### config.mk
export PLATFORM = sky130hd
export DESIGN_NAME = ioctl_cfg_loader
export DESIGN_NICKNAME = d
export VERILOG_FILES = /design/src/rtl/galaxian_cfg_pkg.sv /design/src/rtl/cfg_reset_stretch.sv /design/src/rtl/ioctl_cfg_loader.sv
export SDC_FILE = /design/constraint.sdc
export NUM_CORES = 1
export LEC_CHECK = 0
export ABC_AREA = 1
export CAP_MARGIN = 20
export CORE_MARGIN = 10
export CORE_UTILIZATION = 55
export CTS_CLUSTER_SIZE = 10
export DETAILED_ROUTE_END_ITERATION = 8
export HOLD_SLACK_MARGIN = 0.02
export PLACE_DENSITY = 0.87
export RECOVER_POWER = 100
export SYNTH_ARGS = -nofsm -noshare
export SYNTH_HDL_FRONTEND = slang
export SYNTH_HIERARCHICAL = 1
export SYNTH_SLANG_ARGS = --single-unit
### constraint.sdc
create_clock -name i_clk_sys -period 2.9 [get_ports i_clk_sys]
set_input_delay 0.58 -clock i_clk_sys [delete_from_list [all_inputs] [get_ports i_clk_sys]]
set_output_delay 0.58 -clock i_clk_sys [all_outputs]
set_load 0.01 [all_outputs]
### src/rtl/galaxian_cfg_pkg.sv
// rtl/galaxian_cfg_pkg.sv - stream indices, loader states and game variant indices for the galaxian core
package galaxian_cfg_pkg;

  localparam logic [7:0] IDX_ROM = 8'd0;
  localparam logic [7:0] IDX_MOD = 8'd1;
  localparam logic [7:0] IDX_DIP = 8'd254;

  typedef enum logic [1:0] {
    ST_IDLE = 2'd0,
    ST_LOAD = 2'd1,
    ST_HOLD = 2'd2
  } cfg_state_t;

  localparam int MOD_GALAXIAN  = 0;
  localparam int MOD_MOONCRST  = 1;
  localparam int MOD_MOONQSR   = 2;
  localparam int MOD_SKYBASE   = 3;
  localparam int MOD_BLACKHOLE = 4;
  localparam int MOD_AZURIAN   = 5;
  localparam int MOD_CATACOMB  = 6;
  localparam int MOD_CHEWINGG  = 7;
  localparam int MOD_DEVILFSH  = 8;
  localparam int MOD_KINGBAL   = 9;
  localparam int MOD_MRDONIGH  = 10;
  localparam int MOD_OMEGA     = 11;
  localparam int MOD_ORBITRON  = 12;
  localparam int MOD_PISCES    = 13;
  localparam int MOD_UNIWARS   = 14;
  localparam int MOD_WAROFBUG  = 15;
  localparam int MOD_ZIGZAG    = 16;
  localparam int MOD_LUCKTODAY = 17;

endpackage

### src/rtl/cfg_reset_stretch.sv
// rtl/cfg_reset_stretch.sv - holds the core in reset during a download and for RST_HOLD+1 cycles after it
module cfg_reset_stretch
  import galaxian_cfg_pkg::*;
#(
  parameter int RST_HOLD = 255
) (
  input  logic i_clk,
  input  logic i_rst_n,
  input  logic i_download,
  output logic o_core_reset
);

  localparam int CW = (RST_HOLD < 2) ? 1 : $clog2(RST_HOLD + 1);
  localparam logic [CW-1:0] HOLD_LOAD = CW'(RST_HOLD);

  cfg_state_t    r_state;
  cfg_state_t    w_state_nxt;
  logic [CW-1:0] r_cnt;
  logic [CW-1:0] w_cnt_nxt;
  logic          r_core_reset;
  logic          w_core_reset_nxt;

  // Leaving reset goes straight to HOLD so the core starts on a settled configuration.
  always_ff @(posedge i_clk or negedge i_rst_n) begin
    if (!i_rst_n) begin
      r_state      <= ST_HOLD;
      r_cnt        <= HOLD_LOAD;
      r_core_reset <= 1'b1;
    end else begin
      r_state      <= w_state_nxt;
      r_cnt        <= w_cnt_nxt;
      r_core_reset <= w_core_reset_nxt;
    end
  end

  always_comb begin
    w_state_nxt = r_state;
    w_cnt_nxt   = r_cnt;
    case (r_state)
      ST_IDLE: if (i_download) w_state_nxt = ST_LOAD;
      ST_LOAD: begin
        if (!i_download) begin
          w_state_nxt = ST_HOLD;
          w_cnt_nxt   = HOLD_LOAD;
        end
      end
      ST_HOLD: begin
        if (i_download)           w_state_nxt = ST_LOAD;
        else if (r_cnt == '0)     w_state_nxt = ST_IDLE;
        else                      w_cnt_nxt   = r_cnt - CW'(1);
      end
      default: w_state_nxt = ST_HOLD;
    endcase
    w_core_reset_nxt = (w_state_nxt != ST_IDLE);
  end

  assign o_core_reset = r_core_reset;

endmodule

### src/rtl/ioctl_cfg_loader.sv
// rtl/ioctl_cfg_loader.sv - routes the ioctl download stream into ROM writes, game select and DIP bank
module ioctl_cfg_loader
  import galaxian_cfg_pkg::*;
#(
  parameter int NUM_MODS  = 18,
  parameter int ROM_AW    = 16,
  parameter int RST_HOLD  = 255,
  parameter int ROM_LIMIT = 65535
) (
  input  logic                i_clk_sys,
  input  logic                i_reset_n,
  input  logic                i_ioctl_download,
  input  logic                i_ioctl_wr,
  input  logic [24:0]         i_ioctl_addr,
  input  logic [7:0]          i_ioctl_dout,
  input  logic [7:0]          i_ioctl_index,
  output logic [ROM_AW-1:0]   o_dn_addr,
  output logic [7:0]          o_dn_data,
  output logic                o_dn_wr,
  output logic [NUM_MODS-1:0] o_mod_sel,
  output logic [63:0]         o_sw_bank,
  output logic                o_cfg_valid,
  output logic                o_core_reset
);

  logic                w_rom_hit;
  logic                w_mod_hit;
  logic                w_dip_hit;
  logic [2:0]          w_dip_sel;
  logic [NUM_MODS-1:0] w_mod_onehot;

  logic                r_dn_wr;
  logic [ROM_AW-1:0]   r_dn_addr;
  logic [7:0]          r_dn_data;
  logic [7:0]          r_mod;
  logic                r_mod_rcvd;
  logic [NUM_MODS-1:0] r_mod_sel;
  logic [63:0]         r_sw_bank;
  logic [7:0]          r_mask;
  logic                r_cfg_valid;

  assign w_rom_hit = i_ioctl_wr && (i_ioctl_index == IDX_ROM) && (i_ioctl_addr <= 25'(ROM_LIMIT));
  assign w_mod_hit = i_ioctl_wr && (i_ioctl_index == IDX_MOD);
  assign w_dip_hit = i_ioctl_wr && (i_ioctl_index == IDX_DIP) && (i_ioctl_addr[24:3] == '0);
  assign w_dip_sel = i_ioctl_addr[2:0];

  // Out-of-range mod values select no game rather than aliasing onto a real one.
  always_comb begin
    w_mod_onehot = '0;
    if (32'(r_mod) < 32'(NUM_MODS)) w_mod_onehot = NUM_MODS'(1) << r_mod;
  end

  always_ff @(posedge i_clk_sys or negedge i_reset_n) begin
    if (!i_reset_n) begin
      r_dn_wr     <= 1'b0;
      r_dn_addr   <= '0;
      r_dn_data   <= '0;
      r_mod       <= '0;
      r_mod_rcvd  <= 1'b0;
      r_mod_sel   <= NUM_MODS'(1);
      r_sw_bank   <= '1;
      r_mask      <= '0;
      r_cfg_valid <= 1'b0;
    end else begin
      r_dn_wr <= w_rom_hit;
      if (w_rom_hit) begin
        r_dn_addr <= i_ioctl_addr[ROM_AW-1:0];
        r_dn_data <= i_ioctl_dout;
      end
      if (w_mod_hit) begin
        r_mod      <= i_ioctl_dout;
        r_mod_rcvd <= 1'b1;
      end
      r_mod_sel <= w_mod_onehot;
      if (w_dip_hit) begin
        r_sw_bank[{w_dip_sel, 3'b000} +: 8] <= i_ioctl_dout;
        r_mask[w_dip_sel]                   <= 1'b1;
      end
      if (r_mod_rcvd && (&r_mask)) r_cfg_valid <= 1'b1;
    end
  end

  cfg_reset_stretch #(
    .RST_HOLD (RST_HOLD)
  ) u_reset_stretch (
    .i_clk        (i_clk_sys),
    .i_rst_n      (i_reset_n),
    .i_download   (i_ioctl_download),
    .o_core_reset (o_core_reset)
  );

  assign o_dn_wr     = r_dn_wr;
  assign o_dn_addr   = r_dn_addr;
  assign o_dn_data   = r_dn_data;
  assign o_mod_sel   = r_mod_sel;
  assign o_sw_bank   = r_sw_bank;
  assign o_cfg_valid = r_cfg_valid;

endmodule
# After elaboration in Yosys (flattened, before gate mapping)
# Cells that the tools add are included.
[op_classes]
n_lt_le_gt_ge = 4
mux = 13
shifts = 3
n_eq_ne = 7
n_reduce_logical = 15
n_addsub = 2
bitwise = 1
[op_table]
columns = ["cell", "count"]
rows = [
  ["bitwise mux 64 bit", 1],
  ["variable shift 8 x 8 -> 64 bit, first input constant", 1],
  ["variable part select 8 x 8 -> 64 bit", 1],
  ["<= comparator 25 x 16 -> 1 bit, second input constant", 1],
  ["two-way mux 8 bit", 3],
  ["zero test 22 bit", 1],
  ["two-way mux 18 bit", 1],
  ["left shift 1 x 8 -> 18 bit, first input constant", 1],
  ["zero test 8 bit", 2],
  ["case mux 8 bit (2 select lines)", 1],
  ["== test 8 x 1 -> 1 bit, second input constant", 1],
  ["== test 8 bit, second input constant", 1],
  ["< comparator 8 x 5 -> 1 bit, second input constant", 1],
  ["two-way mux 2 bit", 4],
  ["negator 6 -> 8 bit", 1],
  ["OR 8 bit", 1],
  ["AND reduction 8 bit", 1],
  ["subtractor 8 x 1 -> 8 bit, second input constant", 1],
  ["logical AND 1 bit", 7],
  ["inequality test 2 bit, second input constant", 3],
  ["case mux 2 bit (3 select lines)", 1],
  ["< comparator 3 x 4 -> 1 bit, second input constant", 1],
  ["AND reduction 4 bit", 1],
  ["nonzero test 2 bit", 2],
  ["6 further kinds", 6],
]
[totals]
in_bits = 45
regBits = 136
wordCells = 57
output_inout_bits = 109

# Logic depth before layout (Yosys ltp)
[depth]
depth_word = 5
ltp_mapped = 12
depth_no_buf = 10

# Modules after synthesis
# Netlist, hierarchy kept.
[by_module_without_submodules]
columns = ["module", "n_inst", "cells_per_inst", "seq_area_each_um2", "area_per_inst_um2"]
rows = [
  ["ioctl_cfg_loader", 1, 734, 3209.3, 6253.5],
  ["cfg_reset_stretch", 1, 95, 287.8, 690.7],
]

# Least setup slack after synthesis
# Ideal clock, no wire load.
[synth_path]
kind = "input port to flip-flop"
start = "in i_ioctl_addr[0]"
end = "reg r_sw_bank[32], in the netlist o_sw_bank[32]"
setup_time_ns = 0.076
t_arrival_ns = 2.381
cell_stages = 10
path_slack_ns = 0.443
cell_sequence = "inv_2 -> buf_1 -> ha_1 -> ha_1 -> buf_4 -> inv_4 -> nor4_4 -> nand3_2 -> nand2_1 -> nand2_1"
[synth_via]
elab_chain_len = 3
[synth_rtl]
columns = ["element", "line", "text"]
rows = [
  ["start, declared", "ioctl_cfg_loader.sv:14", "input logic [24:0] i_ioctl_addr,"],
  ["negator 6 -> 8 bit *", "ioctl_cfg_loader.sv:76", "r_sw_bank[{w_dip_sel, 3'b000} +: 8] <= i_ioctl_dout;"],
  ["variable part select 8 x 8 -> 64 bit / variable shift 8 x 8 -> 64 bit (equally long branches)", "ioctl_cfg_loader.sv:76", ""],
  ["bitwise mux 64 bit *", "ioctl_cfg_loader.sv:76", ""],
  ["end signal, assigned by index", "ioctl_cfg_loader.sv:76", ""],
  ["end, declared", "ioctl_cfg_loader.sv:38", "logic [63:0] r_sw_bank;"],
]
# Every way passes the cells marked *; elsewhere a longest branch is shown, timed or not.
# A chain may end at the register's enable or synchronous reset.

# Worst setup path after layout
[layout_path]
start = "in i_ioctl_addr[0]"
end = "reg r_sw_bank[40], in the netlist o_sw_bank[40]"
# The elaborated chain is that of the path after synthesis.

==> results.yml <==
sta:
  fmax_mhz: 397
  final-max-slew-violation-count: 0
  tns_ns: 0
  fin_crit_ns: 2.52
  worstMarginPinSlew_ns: 1.25
  min_period_over_period: 0.869
  rsz0062_at_grt: "false"
  finalClockSkew_ns: 0.00535
  timing.slew.headroom: 0.166
  hold_viol: 0
  setup_violations: 0
  setup_ws_ns: 0.380
drt:
  vias: 6479
  ant_nets: 0
  drc: 0
  top_layer: "met4"
  wl_met2_mm: 9.89
  dr_wl_met3_mm: 1.70
  via_per_inst: 5.49
  m1WireLength_mm: 8.03
  drt-total-wl_mm: 20.1
  detail_route.first_pass.iterations: 5
  drt_iter0_markers: 668
  avgRoutedWirePerCell_um: 17.0
critical_path:
  critPathLaunch: "i_ioctl_addr[0]"
  worst_setup_path_end_kind: "register"
  crit_required_ns: 3.25
  critical-path-max-stage-delay_ns: 0.55
  cp_num_buf_inv: 3
  critical_path.top_delay_family: "simple AND/OR/NAND/NOR gates"
  cp-start-kind: "primary input"
  reg2reg_from: "u_reset_stretch/r_cnt[0]"
  critPathSlowestCell: "dlygate4sd3_1"
  path_cells: "dlygate4sd3_1, inv_1, ha_1, ha_1, buf_12, nor3_2, nand3_2, nand2_1, nand2_1"
  critPathArrivalTime_ns: 2.87
  reg2reg_slack_ns: 0.95
  r2r_end: "u_reset_stretch/r_cnt[3]"
  cp_max_fo: 36
  path_class: "in2reg"
  reg2reg_depth: 9
yosys:
  synthArstFlopShare: 1.00
  synth_top_cell_by_area: "dfstp_2"
  yosysTopAreaCellShare: 0.284
  synth-xor-area-share: 0
  netlist_area_mm2: 0.00694
  synthAdderAreaFrac: 0.0126
  synth_compound_area_frac: 0.0193
  synth_edf_count: 0
  ys_types: 40
  syn_inst: 829
  avgSynthCellArea_um2: 8.38
  syn-num-nets: 881
  synthTopCellsByArea: "dfstp_2 (28%), dfrtp_1 (22%), nand2_1 (14%)"
  synth_top_family_by_area: "simple AND/OR/NAND/NOR gates"
  synth_mux_area_frac: 0
  seq_area_frac_synth: 0.504
  yosys_warnings: 6
  synth_ff_type: "dfstp_2"
  synth-simple-area-share: 0.408
  synth.ff_latch_count: 136
global_route:
  grt_pass1_vias: 6341
  grt_pass1_wl_mm: 32.7
  grt-ovfl-total: 0
  grt_util_all_layers: 0.228
  grt_max_degree: 55
  antenna_found_initial: 0
hold_path:
  hold_class: "in2async"
cts:
  clk_latency_ns: 0.43
  cts-root-buf: "clkbuf_16"
  numCtsBuffers: 17
  cts.reportedPaths.clkPinSlew_ns: 0.05
  cts_resized: 0
  cts.sinks: 136
  tritoncts: "built"
  htree_levels: 4
  postCtsSetupBuffers: 0
  cts_max_path_buffers: 2
  ctsHoldBuffers: 0
placed_design:
  hpwl_mm: 14.5
  dp_slack_ns: 0.176
  portBuffers: 153
  gp_congestion: 0.908
  postPlaceCellArea_mm2: 0.00877
floorplanning:
  die_w_um: 132
  ios: 154
  fp.dieH_um: 132
  fp.coreArea_mm2: 0.0122
  dieArea_mm2: 0.0175
  start_util: 0.569
  row_count: 40
pwr:
  ir_worst_vdd_v: 0.000421
  p_int_mw: 3.41
  p_per_area_mw_per_mm2: 496
  switchingPower_mw: 1.18
  clkPwrFrac: 0.452
  p_sw_frac: 0.258
  p_seq_frac: 0.440
  comb_power_share: 0.108
  p_leak_nw: 4.61
job:
  maxCapViolations: 0
final_layout:
  fin_area_mm2: 0.00925
  final_layout_size_suffix_gt1_frac: 0.164
  n_antenna_cell: 0
  area_growth_pct: 33.2
  nets: 1052
status:
  outcome: "finished, final reports clean"
[logic make-up after synthesis]
group | after synthesis
flip-flops | 136
buffers and inverters | 88
AO/OA/AOI/OAI | 23
adder cells (fa/ha/maj) | 7
AND/OR/NAND/NOR | 575
[worst max-delay path by stage]
stage / slack, ns / depth (start not counted) / to
detailed placement: 0.18 / 9 / o_sw_bank[47]
floorplan: 0.44 / 10 / o_sw_bank[32]
global placement: 0.27 / 9 / o_sw_bank[45]
CTS: 0.62 / 9 / o_sw_bank[40]
finish: 0.38 / 9 / o_sw_bank[40]
global route: 0.24 / 9 / o_sw_bank[44]
[registers in the layout (all words and copies together) (netlist names)]
register and cells:
o_mod_sel 18, o_dn_data 8, o_dn_wr 1, u_reset_stretch/r_state 2, u_reset_stretch/o_core_reset 1, o_sw_bank 64, o_cfg_valid 1, r_mod_rcvd 1
o_dn_addr 16, r_mod 8, r_mask 8, u_reset_stretch/r_cnt 8
[cell type report]
class	count	area (um^2)
sequential	136	3500
clock inverter	10	92.6
fill	898	2970
multi-input combinational	605	2980
tap	168	210
inverter	55	213
clock buffer	22	484
timing repair buffer	185	1770
[power by group through the flow]
| stage | combinational [mW] | clock [mW] | sequential, mW |
|---|---|---|---|
| floorplan | 0.288 | 0 | 2.03 |
| global placement | 0.486 | 0 | 2.04 |
| detailed placement | 0.499 | 0 | 2.05 |
| CTS | 0.506 | 2.09 | 2.02 |
| global route | 0.554 | 2.17 | 2.03 |
| finish | 0.494 | 2.08 | 2.02 |
[per-stage QoR]
step | total power, mW | util | cells | hold WS, ns
after detailed placement | 2.54 | 0.718 | 1149 | 0.454
after global placement | 2.53 | 0.718 | 1149 | 0.443
after CTS | 4.62 | 0.765 | 1181 | 0.188
after global routing | 4.75 | 0.757 | 1181 | 0.473
final | 4.59 | 0.757 | 1181 | 0.381
after floorplan | 2.32 | - | 829 | 0.284
[synthesized netlist by cell type (6+ instances only)]
cell type / n
a21oi_1: 8
buf_2: 16
clkbuf_1: 7
dfrtp_1: 61
dfstp_2: 75
ha_1: 7
inv_1: 44
inv_2: 6
nand2_1: 252
nand3_1: 74
nand4_1: 84
nor2_1: 102
nor3_1: 21
nor3_4: 8
o21bai_1: 6
[layer usage]
layer | global-route usage | vias up
li1 | - | 3113
met1 | 0.282 | 3035
met2 | 0.367 | 291
met3 | 0.0655 | 40
met4 | 0.0850 | 0
met5 | 0 | -
[cell usage in the layout, fill, tap and decap left out, types with 21 or more instances in the layout]
cell,Yosys,routed
nand2_1,252,253
dlygate4sd3_1,0,112
nor2_1,102,103
nand4_1,84,85
nand3_1,74,79
dfstp_2,75,74
dfrtp_1,61,61
inv_1,44,46
clkdlybuf4s50_1,0,40
buf_4,5,27
nor3_1,21,21
Power figures use the tool's default switching activity.
